==> config.mk <==
export PLATFORM = sky130hd
export DESIGN_NAME = seg7_capture_rx_flat
export DESIGN_NICKNAME = d
export VERILOG_FILES = /design/src/rtl/seg7_rx_if.sv /design/src/rtl/seg7_capture_rx.sv /design/src/flat_wrapper.sv
export SDC_FILE = /design/constraint.sdc
export NUM_CORES = 1
export LEC_CHECK = 0
export ABC_AREA = 1
export BUFFER_PORTS_ARGS = -buffer_cell sky130_fd_sc_hd__buf_2
export CAP_MARGIN = 20
export CELL_PAD_IN_SITES_DETAIL_PLACEMENT = 1
export CELL_PAD_IN_SITES_GLOBAL_PLACEMENT = 1
export CORE_ASPECT_RATIO = 0.9
export CORE_MARGIN = 1
export CORE_UTILIZATION = 46
export DETAILED_ROUTE_END_ITERATION = 8
export PLACE_DENSITY = 0.8
export REMOVE_ABC_BUFFERS = 1
export SYNTH_ARGS = -nofsm -noshare
export SYNTH_HDL_FRONTEND = slang
export SYNTH_SLANG_ARGS = --single-unit
==> constraint.sdc <==
create_clock -name clk -period 5.2 [get_ports clk]
set_input_delay 0.78 -clock clk [delete_from_list [all_inputs] [get_ports clk]]
set_output_delay 0.78 -clock clk [all_outputs]
set_load 0.01 [all_outputs]
==> src/rtl/seg7_rx_if.sv <==
// Output handshake of seg7_capture_rx: one decoded record per valid/ready transfer.
// The receiver drives the master side and the consumer drives the slave side.
interface seg7_rx_if;
  logic       out_valid;
  logic       out_ready;
  logic [3:0] out_bcd;
  logic       out_blank;
  logic       out_err;

  modport master (output out_valid, out_bcd, out_blank, out_err, input out_ready);
  modport slave  (input out_valid, out_bcd, out_blank, out_err, output out_ready);
endinterface

==> src/rtl/seg7_capture_rx.sv <==
// Seven-segment bus receiver: synchronise, debounce, decode a 7448 glyph and hold one record.
// Optional macro SEG7_RX_CHANGE_ONLY_EN: push only patterns that differ from the last accepted one.
module seg7_capture_rx #(
  parameter int unsigned STABLE_CYCLES = 4
) (
  input  logic       clk,
  input  logic       rst_n,
  input  logic [6:0] seg_in,
  input  logic       ovf_clr,
  output logic       ovf,
  seg7_rx_if.master  bus
);

  typedef enum logic {TRACK, LOCKED} state_t;

  localparam logic [7:0] STABLE = 8'(STABLE_CYCLES);

  logic [6:0] s1, s2, s2_prev;
  logic [7:0] run_q, run_next;
  state_t     state_q, state_next;
  logic       accept, push, pop;
  logic [3:0] dec_bcd;
  logic       dec_blank, dec_err;
  logic [3:0] bcd_q;
  logic       valid_q, blank_q, err_q;

  // s2_prev is the previous s2, so the stability count starts one edge after s2 changes.
  always_ff @(posedge clk or negedge rst_n) begin
    if (!rst_n) begin
      s1      <= 7'h00;
      s2      <= 7'h00;
      s2_prev <= 7'h00;
      run_q   <= STABLE;
      state_q <= LOCKED;
    end else begin
      // NOTE: sequential state uses <= so every flop updates from the pre-edge values.
      s1      <= seg_in;
      s2      <= s1;
      s2_prev <= s2;
      run_q   <= run_next;
      state_q <= state_next;
    end
  end

  always_comb begin
    // NOTE: every output of this block gets a default first, so no path can infer a latch.
    run_next   = 8'd1;
    state_next = state_q;
    accept     = 1'b0;
    if (s2 == s2_prev) begin
      run_next = (run_q == STABLE) ? run_q : run_q + 8'd1;
    end
    // A change with STABLE_CYCLES=1 is accepted on the same edge it is seen.
    if ((run_next == STABLE) && ((state_q == TRACK) || (s2 != s2_prev))) begin
      accept     = 1'b1;
      state_next = LOCKED;
    end else if (s2 != s2_prev) begin
      state_next = TRACK;
    end
  end

  always_comb begin
    dec_bcd   = 4'h0;
    dec_blank = 1'b0;
    dec_err   = 1'b0;
    case (s2)
      7'h7E: dec_bcd = 4'h0;
      7'h30: dec_bcd = 4'h1;
      7'h6D: dec_bcd = 4'h2;
      7'h79: dec_bcd = 4'h3;
      7'h33: dec_bcd = 4'h4;
      7'h5B: dec_bcd = 4'h5;
      7'h1F: dec_bcd = 4'h6;
      7'h70: dec_bcd = 4'h7;
      7'h7F: dec_bcd = 4'h8;
      7'h73: dec_bcd = 4'h9;
      7'h0D: dec_bcd = 4'hA;
      7'h19: dec_bcd = 4'hB;
      7'h23: dec_bcd = 4'hC;
      7'h4B: dec_bcd = 4'hD;
      7'h0F: dec_bcd = 4'hE;
      7'h00: begin
        dec_bcd   = 4'hF;
        dec_blank = 1'b1;
      end
      default: dec_err = 1'b1;
    endcase
  end

`ifdef SEG7_RX_CHANGE_ONLY_EN
  logic [6:0] last_q;

  // Tracks every acceptance, including ones whose record is dropped.
  always_ff @(posedge clk or negedge rst_n) begin
    if (!rst_n) begin
      last_q <= 7'h00;
    end else if (accept) begin
      last_q <= s2;
    end
  end

  assign push = accept && (s2 != last_q);
`else
  assign push = accept;
`endif

  assign pop = valid_q && bus.out_ready;

  always_ff @(posedge clk or negedge rst_n) begin
    if (!rst_n) begin
      // NOTE: the record fields are reset too, because they are visible outputs with defined reset values.
      valid_q <= 1'b0;
      bcd_q   <= 4'h0;
      blank_q <= 1'b0;
      err_q   <= 1'b0;
      ovf     <= 1'b0;
    end else begin
      if (push && (!valid_q || pop)) begin
        valid_q <= 1'b1;
        bcd_q   <= dec_bcd;
        blank_q <= dec_blank;
        err_q   <= dec_err;
      end else if (pop) begin
        valid_q <= 1'b0;
      end
      // A drop in the same cycle as a clear leaves the flag set.
      if (push && valid_q && !pop) begin
        ovf <= 1'b1;
      end else if (ovf_clr) begin
        ovf <= 1'b0;
      end
    end
  end

  assign bus.out_valid = valid_q;
  assign bus.out_bcd   = bcd_q;
  assign bus.out_blank = blank_q;
  assign bus.out_err   = err_q;

endmodule
==> src/flat_wrapper.sv <==
// flat-port wrapper written by rule: the top's interface ports become plain ports
module seg7_capture_rx_flat 
#(
  parameter int unsigned STABLE_CYCLES = 4
)
  (clk, rst_n, seg_in, ovf_clr, ovf, bus_out_valid, bus_out_bcd, bus_out_blank, bus_out_err, bus_out_ready);
  seg7_rx_if bus_i ();
  input  logic clk;
  input  logic rst_n;
  input  logic [6:0] seg_in;
  input  logic ovf_clr;
  output logic ovf;
  output wire logic [$bits(bus_i.out_valid)-1:0] bus_out_valid;
  output wire logic [$bits(bus_i.out_bcd)-1:0] bus_out_bcd;
  output wire logic [$bits(bus_i.out_blank)-1:0] bus_out_blank;
  output wire logic [$bits(bus_i.out_err)-1:0] bus_out_err;
  input wire logic [$bits(bus_i.out_ready)-1:0] bus_out_ready;
  assign bus_out_valid = bus_i.out_valid;
  assign bus_out_bcd = bus_i.out_bcd;
  assign bus_out_blank = bus_i.out_blank;
  assign bus_out_err = bus_i.out_err;
  assign bus_i.out_ready = bus_out_ready;
  seg7_capture_rx #(.STABLE_CYCLES(STABLE_CYCLES)) u_core (.clk(clk), .rst_n(rst_n), .seg_in(seg_in), .ovf_clr(ovf_clr), .ovf(ovf), .bus(bus_i));
endmodule
==> impl_metrics.yaml, run 1 <==
die:
  core_um2: 4070
  fp-row-count: 22
  die_area_um2: 4540
  initial_core_util: 0.482
  die_h_um: 64.0
  die_w_um: 70.9
  io_pins: 19
cells_and_area:
  utilization: 0.547
  diodes: 0
  fin_nets: 292
  fill_cells: 537
  drive_gt1_frac: 0.204
  instances_no_fill: 327
  area_delta_synth_final_pct: 13.4
yosys:
  syn_inst: 254
  yosys.area.top_type_share: 0.458
  synth.distinct_cells: 25
  ys_ff_latch: 38
  avgSynthCellArea_um2: 7.74
  synth_top_area_cell: "dfrtp_1"
  seq_area_frac_synth: 0.485
  yosys_warnings: 0
  synth_area_um2: 1970
  synthTopCellsByArea: "dfrtp_1 46%, nand2_1 17%, inv_1 5.5%, nor2_1 5.0%, nand3_1 3.1%"
drt:
  vias_per_cell: 5.09
  drt_iter0_drc: 88
  final_antenna_net_count: 0
  via_count: 1663
  drt-pass1-iter-count: 6
  routedWlPerCell_um: 13.7
  drc: 0
  routed_wl_um: 4470
clock_network:
  h-tree-depth: 2
  clock-sinks: 38
  cts-resized-gates: 0
  clock_tree.root_cell: "clkbuf_8"
  clk_pin_slew_ps: 80
  postCtsSetupBuffers: 0
  clkLatencyLatePin_ps: 290
  cts_tree: "built"
  cts_buffers: 5
  cts-hold-fix-buffers: 0
  clk_path_buf_depth: 2
flow_run:
  maxCapViolCount: 0
critical_path:
  path_class: "reg2reg"
  crit_arrival_ps: 2090
  worst_setup_path_end_kind: "flop"
  r2r_start: "u_core.run_q[0]"
  reg2regPathDepth: 13
  reg2reg_to: "u_core.bus.out_bcd[0]"
  start_kind: "flop"
  worstPathRequired_ps: 5380
  rrSetupSlack_ps: 3290
  critPathMaxFanout: 6
power:
  power_density_nw_per_um2: 270
  leakage_nw: 1.23
  ir_drop_uv: 178
timing:
  rsz0062_at_grt: "false"
  setup_viol: 0
  worstMarginPinSlew_ps: 837
  max_slew_margin: 0.442
  finalMaxSlewViolations: 0
  fin_worst_skew_ps: 7.30
  hold_violations: 0
  fmax_mhz: 523
  finalCritPeriodShare: 0.368
  fin_crit_ps: 1910
  setup_tns_ps: 0
global_routing:
  grt_max_degree: 39
  grt.overflow.total: 0
  grt_usage: 0.222
  grt_pass1_wl_um: 7740
  antenna_found_initial: 0
  first_global_vias: 1674
min_path:
  hold_path_class: "reg2reg"
  hold_path_end: "u_core.s2[3]"
  hold_path_startpoint: "u_core.s1[3]"
  hold_depth: 0
placed_design:
  port_buffers: 18
  placed_cells: 320
  gp_congestion: 0.848
  dp_hpwl_um: 3320
status:
  status: "finished, final reports clean"
critical path: stages, from the launching register on:
cell	delay, ps
dfrtp_1	410
inv_1	90
ha_1	190
nand2_1	80
nor2_2	100
nand2_1	120
nand2_1	80
nand2_1	70
inv_1	80
nand3_1	70
nor2_1	120
nand4_2	200
nand2_1	130
nand2_1	60
cell families (layout without fill, tap and decap cells):
logic type,after synthesis,count (layout),share of synthesized area
buffers and inverters,36,61,0.0687
AND/OR/NAND/NOR,160,160,0.378
AO/OA/AOI/OAI,16,16,0.0465
flip-flops,38,38,0.485
adder cells (fa/ha/maj),2,2,0.0127
XOR/XNOR,2,2,0.00891
flip-flops by register name, summed over array words and instances, names as in the netlist:
| name | flops |
|---|---|
| u_core.ovf | 1 |
| u_core.bus.out_valid | 1 |
| u_core.bus.out_bcd | 4 |
| u_core.bus.out_blank | 1 |
| u_core.s1 | 7 |
| u_core.s2_prev | 7 |
| u_core.bus.out_err | 1 |
| u_core.run_q | 8 |
| u_core.state_q | 1 |
| u_core.s2 | 7 |
report_power, final:
part	switching [mW]	total (mW)	internal (mW)
Clock	0.101	0.254	0.153
Combinational	0.0250	0.0361	0.0111
Sequential	0.00724	0.311	0.304
Total	0.133	0.601	0.468
cell usage in the layout, fill, tap and decap left out:
cell type,n
nor2_8,1
xor2_1,1
nor2_1,26
nand3_2,3
dfstp_2,2
o21ai_2,3
dfrtp_1,36
clkbuf_8,6
nand4_2,1
a21oi_1,3
ha_1,2
nor2_4,2
nand4_1,8
o21ai_1,2
nand2_2,7
nand3_1,12
inv_1,29
nand3b_1,1
nor3_1,5
nor3_2,1
inv_2,7
nor2_2,5
buf_2,18
o21ai_0,8
and3_1,1
bufinv_16,1
xnor2_1,1
nand2_1,87
routing by layer:
metal | part of all wire | vias to the layer above | track usage
met1 | 0.48 | 794 | 0.298
met2 | 0.49 | 21 | 0.375
met3 | 0.025 | 5 | 0.0457
met5 | 0 | - | 0
met4 | 0.0092 | 0 | 0.0475
li1 | - | 843 | -
layout make-up:
| class | count | area (um^2) | area share |
|---|---|---|---|
| Inverter | 36 | 135 | 0.0606 |
| Clock inverter | 1 | 30.0 | 0.0135 |
| Clock buffer | 6 | 82.6 | 0.0371 |
| Multi-Input combinational cell | 180 | 877 | 0.394 |
| Sequential cell | 38 | 953 | 0.428 |
| Timing Repair Buffer | 18 | 90.1 | 0.0404 |
| Tap cell | 48 | 60.1 | 0.0270 |
stage by stage:
stage | hold slack [ps] | setup slack (ps) | instance area [um^2] | power, mW
finish | 353 | 3290 | 2230 | 0.601
global route | 361 | 3070 | 2230 | 0.625
CTS | 358 | 3270 | 2230 | 0.608
detailed placement | 336 | 3290 | 2120 | 0.353
global placement | 332 | 3310 | 2120 | 0.352
floorplan | 331 | 3570 | 1970 | 0.337
Yosys cell counts:
cell type,number
nor2_8,1
inv_1,29
nand2_2,7
nand3_1,12
o21ai_2,3
nor2_1,26
dfstp_2,2
o21ai_1,2
nand2_1,87
and3_1,1
nand4_1,8
nor3_2,1
nand3_2,3
inv_2,7
a21oi_1,3
nor3_1,5
o21ai_0,8
nor2_4,2
nand3b_1,1
xor2_1,1
nor2_2,5
xnor2_1,1
ha_1,2
nand4_2,1
dfrtp_1,36
worst max path at each step:
stage                                       end  cells past startpoint             from
after CTS                 u_core.bus.out_bcd[3]                     10  u_core.run_q[0]
after detailed placement  u_core.bus.out_bcd[0]                      8     u_core.s2[4]
after global routing       u_core.bus.out_blank                     13  u_core.run_q[1]
after floorplan                      u_core.ovf                     12  u_core.run_q[0]
after global placement    u_core.bus.out_bcd[2]                      9  u_core.run_q[1]
final                     u_core.bus.out_bcd[0]                     13  u_core.run_q[0]
(Power assumes the default switching activity.)
==> inputs of run 2 (changes only) <==
--- a/config.mk
+++ b/config.mk
@@ -5,16 +5,16 @@
 export SDC_FILE = /design/constraint.sdc
 export NUM_CORES = 1
 export LEC_CHECK = 0
-export ABC_AREA = 1
+export ABC_AREA = 0
 export BUFFER_PORTS_ARGS = -buffer_cell sky130_fd_sc_hd__buf_2
 export CAP_MARGIN = 20
 export CELL_PAD_IN_SITES_DETAIL_PLACEMENT = 1
 export CELL_PAD_IN_SITES_GLOBAL_PLACEMENT = 1
 export CORE_ASPECT_RATIO = 0.9
 export CORE_MARGIN = 1
-export CORE_UTILIZATION = 46
+export CORE_UTILIZATION = 41
 export DETAILED_ROUTE_END_ITERATION = 8
-export PLACE_DENSITY = 0.8
+export PLACE_DENSITY = 0.71
 export REMOVE_ABC_BUFFERS = 1
 export SYNTH_ARGS = -nofsm -noshare
 export SYNTH_HDL_FRONTEND = slang
==> constraint.sdc (replaced) <==
create_clock -name clk -period 1.7 [get_ports clk]
set_input_delay 0.255 -clock clk [delete_from_list [all_inputs] [get_ports clk]]
set_output_delay 0.255 -clock clk [all_outputs]
set_load 0.01 [all_outputs]
==> run 2 against run 1 <==
First-iteration DRC count is 43% higher. Sequential power increased to 3.1 times the previous value. Clock-buffer cell count shrank 1. The flow now finishes with violations (hold timing, setup timing). Synthesized cell count shrank 28%. Non-clock buffer count up 48. Wire length grew 32%. Sequential share of layout area is 7.9 points lower. Worst hold slack got worse by 360 ps.
==> impl_metrics.yaml, run 2 <==
placed_design:
  place_ws_ps: -264
  gp_congestion: 0.814
  port_buffers: 18
  dpl_cell_area_um2: 2350
  dp_hpwl_um: 3570
cells_and_area:
  drive_gt1_frac: 0.443
  area_delta_synth_final_pct: 40.1
  fill_cells: 500
  diodes: 0
  fin_nets: 256
  largest_register: "u_core.run_q"
  mostFrequentLayoutCell: "buf_4"
  mostFrequentLayoutCells: "41 x buf_4, 36 x dfrtp_1, 18 x buf_2, 13 x nor2_1"
  fin_area_um2: 2730
  largest_reg_flops: 8
global_routing:
  grt_pass1_wl_um: 8730
  grt.overflow.total: 0
  grt_usage: 0.244
  first_global_vias: 1744
  grt_max_degree: 39
  antenna_found_initial: 0
clock_network:
  cts-hold-fix-buffers: 0
  cts_buffers: 5
  clock_tree.root_cell: "clkbuf_8"
  clk_pin_slew_ps: 80
  cts_tree: "built"
  h-tree-depth: 2
  clk_path_buf_depth: 2
  clock-sinks: 38
  clkLatencyLatePin_ps: 300
drt:
  drt-pass1-iter-count: 4
  drt_iter0_drc: 126
  routed_wl_um: 5880
  routedWlPerCell_um: 19.2
  final_antenna_net_count: 0
  vias_per_cell: 5.49
  via_count: 1681
  drc: 0
timing:
  timing.final.ws_setup_ps: -254
  fmax_mhz: 512
  setup_viol: 9
  fin_hold_ws_ps: -10.3
  fin_crit_ps: 1950
  hold_violations: 10
  fin_worst_skew_ps: 8.93
  finalMaxSlewViolations: 0
  max_slew_margin: 0.678
  worstMarginPinSlew_ps: 480
  finalCritPeriodShare: 1.15
  rsz0062_at_grt: "true"
power:
  p_int_mw: 1.63
  power_density_nw_per_um2: 779
  leakage_nw: 1.22
  pwr-share-comb: 0.110
  switchingPower_mw: 0.502
  clkPwrFrac: 0.443
  seqPwrFrac: 0.446
  ir_drop_uv: 643
  p_total_mw: 2.13
  swShare: 0.236
yosys:
  synth_edf_count: 0
  synth_common_cells: "36 x dfrtp_1, 14 x nor2_1, 10 x nand2_1, 10 x xnor2_1, 9 x clkbuf_1"
  synthTopCellsByArea: "dfrtp_1 46%, xnor2_1 4.5%, xor2_1 3.6%, dfstp_2 2.7%, nor2_1 2.7%"
  ys_ff_latch: 38
  syn_inst: 183
  synth_area_um2: 1950
  synth_flop_cell: "dfrtp_1"
  avgSynthCellArea_um2: 10.6
  yosys.area.top_type_share: 0.462
  yosysMostFrequentCell: "dfrtp_1"
  seq_area_frac_synth: 0.489
  synth_top_area_cell: "dfrtp_1"
  async_reset_ff_frac: 1.00
  synth.distinct_cells: 50
  yosys_warnings: 0
die:
  die_area_um2: 5030
  io_pins: 19
  initial_core_util: 0.431
  fp-row-count: 23
  die_h_um: 67.4
  core_um2: 4520
  die_w_um: 74.7
status:
  failed_checks: "hold timing, setup timing"
  status: "finished, violations left"
critical_path:
  critPathMaxFanout: 15
  slowest_delay_ps: 440
  worstPathRequired_ps: 1950
  crit_chain: "buf_4 > and4b_1 > a211oi_1 > o22ai_1 > nor4_2 > mux2_4"
  worst_setup_path_end_kind: "flop"
  path_class: "reg2reg"
  cp_slowest_cell: "a211oi_1"
  crit_family: "compound AO/OA/AOI/OAI gates"
  start_kind: "flop"
  critPathBufInv: 1
  crit_arrival_ps: 2200
flow_run:
  maxCapViolCount: 0
min_path:
  hold_path_class: "in2async"
[run 2: changes by cell type after synthesis, moves of 5 or more]
cell and delta:
nand3_1 -6, inv_1 -24, xor2_1 +7, inv_2 -6, nor2_1 -12, nor2_2 -5
nand2_2 -7, xnor2_1 +9, nor2b_1 +6, o21ai_0 -5, nand2_1 -77, nand4_1 -6
clkbuf_1 +9
[run 2: repair_timing]
| action | in CTS | in global routing |
|---|---|---|
| endpoints found under the setup margin | 9 | 17 |
| setup buffers | 9 | 2 |
| gates resized for setup | 15 | 21 |
| pin swaps | 11 | 11 |
[run 2: per-layer routing]
metal / vias to the layer above / GRT usage / share of wire / wire, um
li1: 764 / - / - / -
met1: 844 / 0.292 / 0.43 / 2520
met4: 0 / 0.123 / 0.031 / 180
met2: 56 / 0.409 / 0.49 / 2900
met3: 17 / 0.0582 / 0.047 / 279
met5: - / 0 / 0 / 0
[run 2: worst paths after layout]
check / from / endpoint / slack [ps] / cells past startpoint
worst max-delay path: u_core.s2[3] / u_core.bus.out_err / -250 / 6
worst min-delay path: rst_n / u_core.bus.out_bcd[1] / -10 / 2
worst max register to register: u_core.s2[3] / u_core.bus.out_err / -250 / 6
worst min register to register: u_core.s1[4] / u_core.s2[4] / 340 / 0
max in group asynchronous: rst_n / u_core.run_q[2] / 1360 / 2
min in group clk: seg_in[6] / u_core.s1[6] / 60 / 1
[run 2: cell type report]
class                      count  area [um^2]  area share
clock buffer                   5         68.8      0.0252
inverter                       6         22.5     0.00825
tap                           62         77.6      0.0284
sequential                    38          953       0.349
timing repair buffer          66          494       0.181
clock inverter                 3         68.8      0.0252
multi-input combinational    126         1040       0.383
[run 2: per-stage QoR]
| stage | utilization | hold WS [ps] | TNS (ps) | std cells |
|---|---|---|---|---|
| global placement | 0.521 | 310 | -702 | 287 |
| detailed placement | 0.521 | 334 | -1320 | 287 |
| global route | 0.604 | 20.8 | -2550 | 306 |
| floorplan | - | -40.6 | -1400 | 170 |
| finish | 0.604 | -10.3 | -1850 | 306 |
| CTS | 0.581 | 6.25 | -1140 | 304 |
[run 2: power groups by stage]
| stage | clock network (mW) | logic [mW] | registers (mW) |
|---|---|---|---|
| finish | 0.943 | 0.235 | 0.949 |
| global placement | 0 | 0.190 | 0.961 |
| detailed placement | 0 | 0.202 | 0.964 |
| global route | 0.997 | 0.252 | 0.951 |
| CTS | 0.953 | 0.217 | 0.948 |
| floorplan | 0 | 0.0682 | 0.985 |
[run 2: logic make-up (layout without fill, tap and decap cells)]
group           Yosys count  in the layout  share of synthesized area
xor+xnor                 18             18                     0.0809
fa+ha+maj                 2              2                     0.0128
compound gates           24             24                     0.0957
buf+inv                  19             80                     0.0456
mux                       7              7                     0.0385
flops                    38             38                      0.489
simple gates             75             75                      0.237
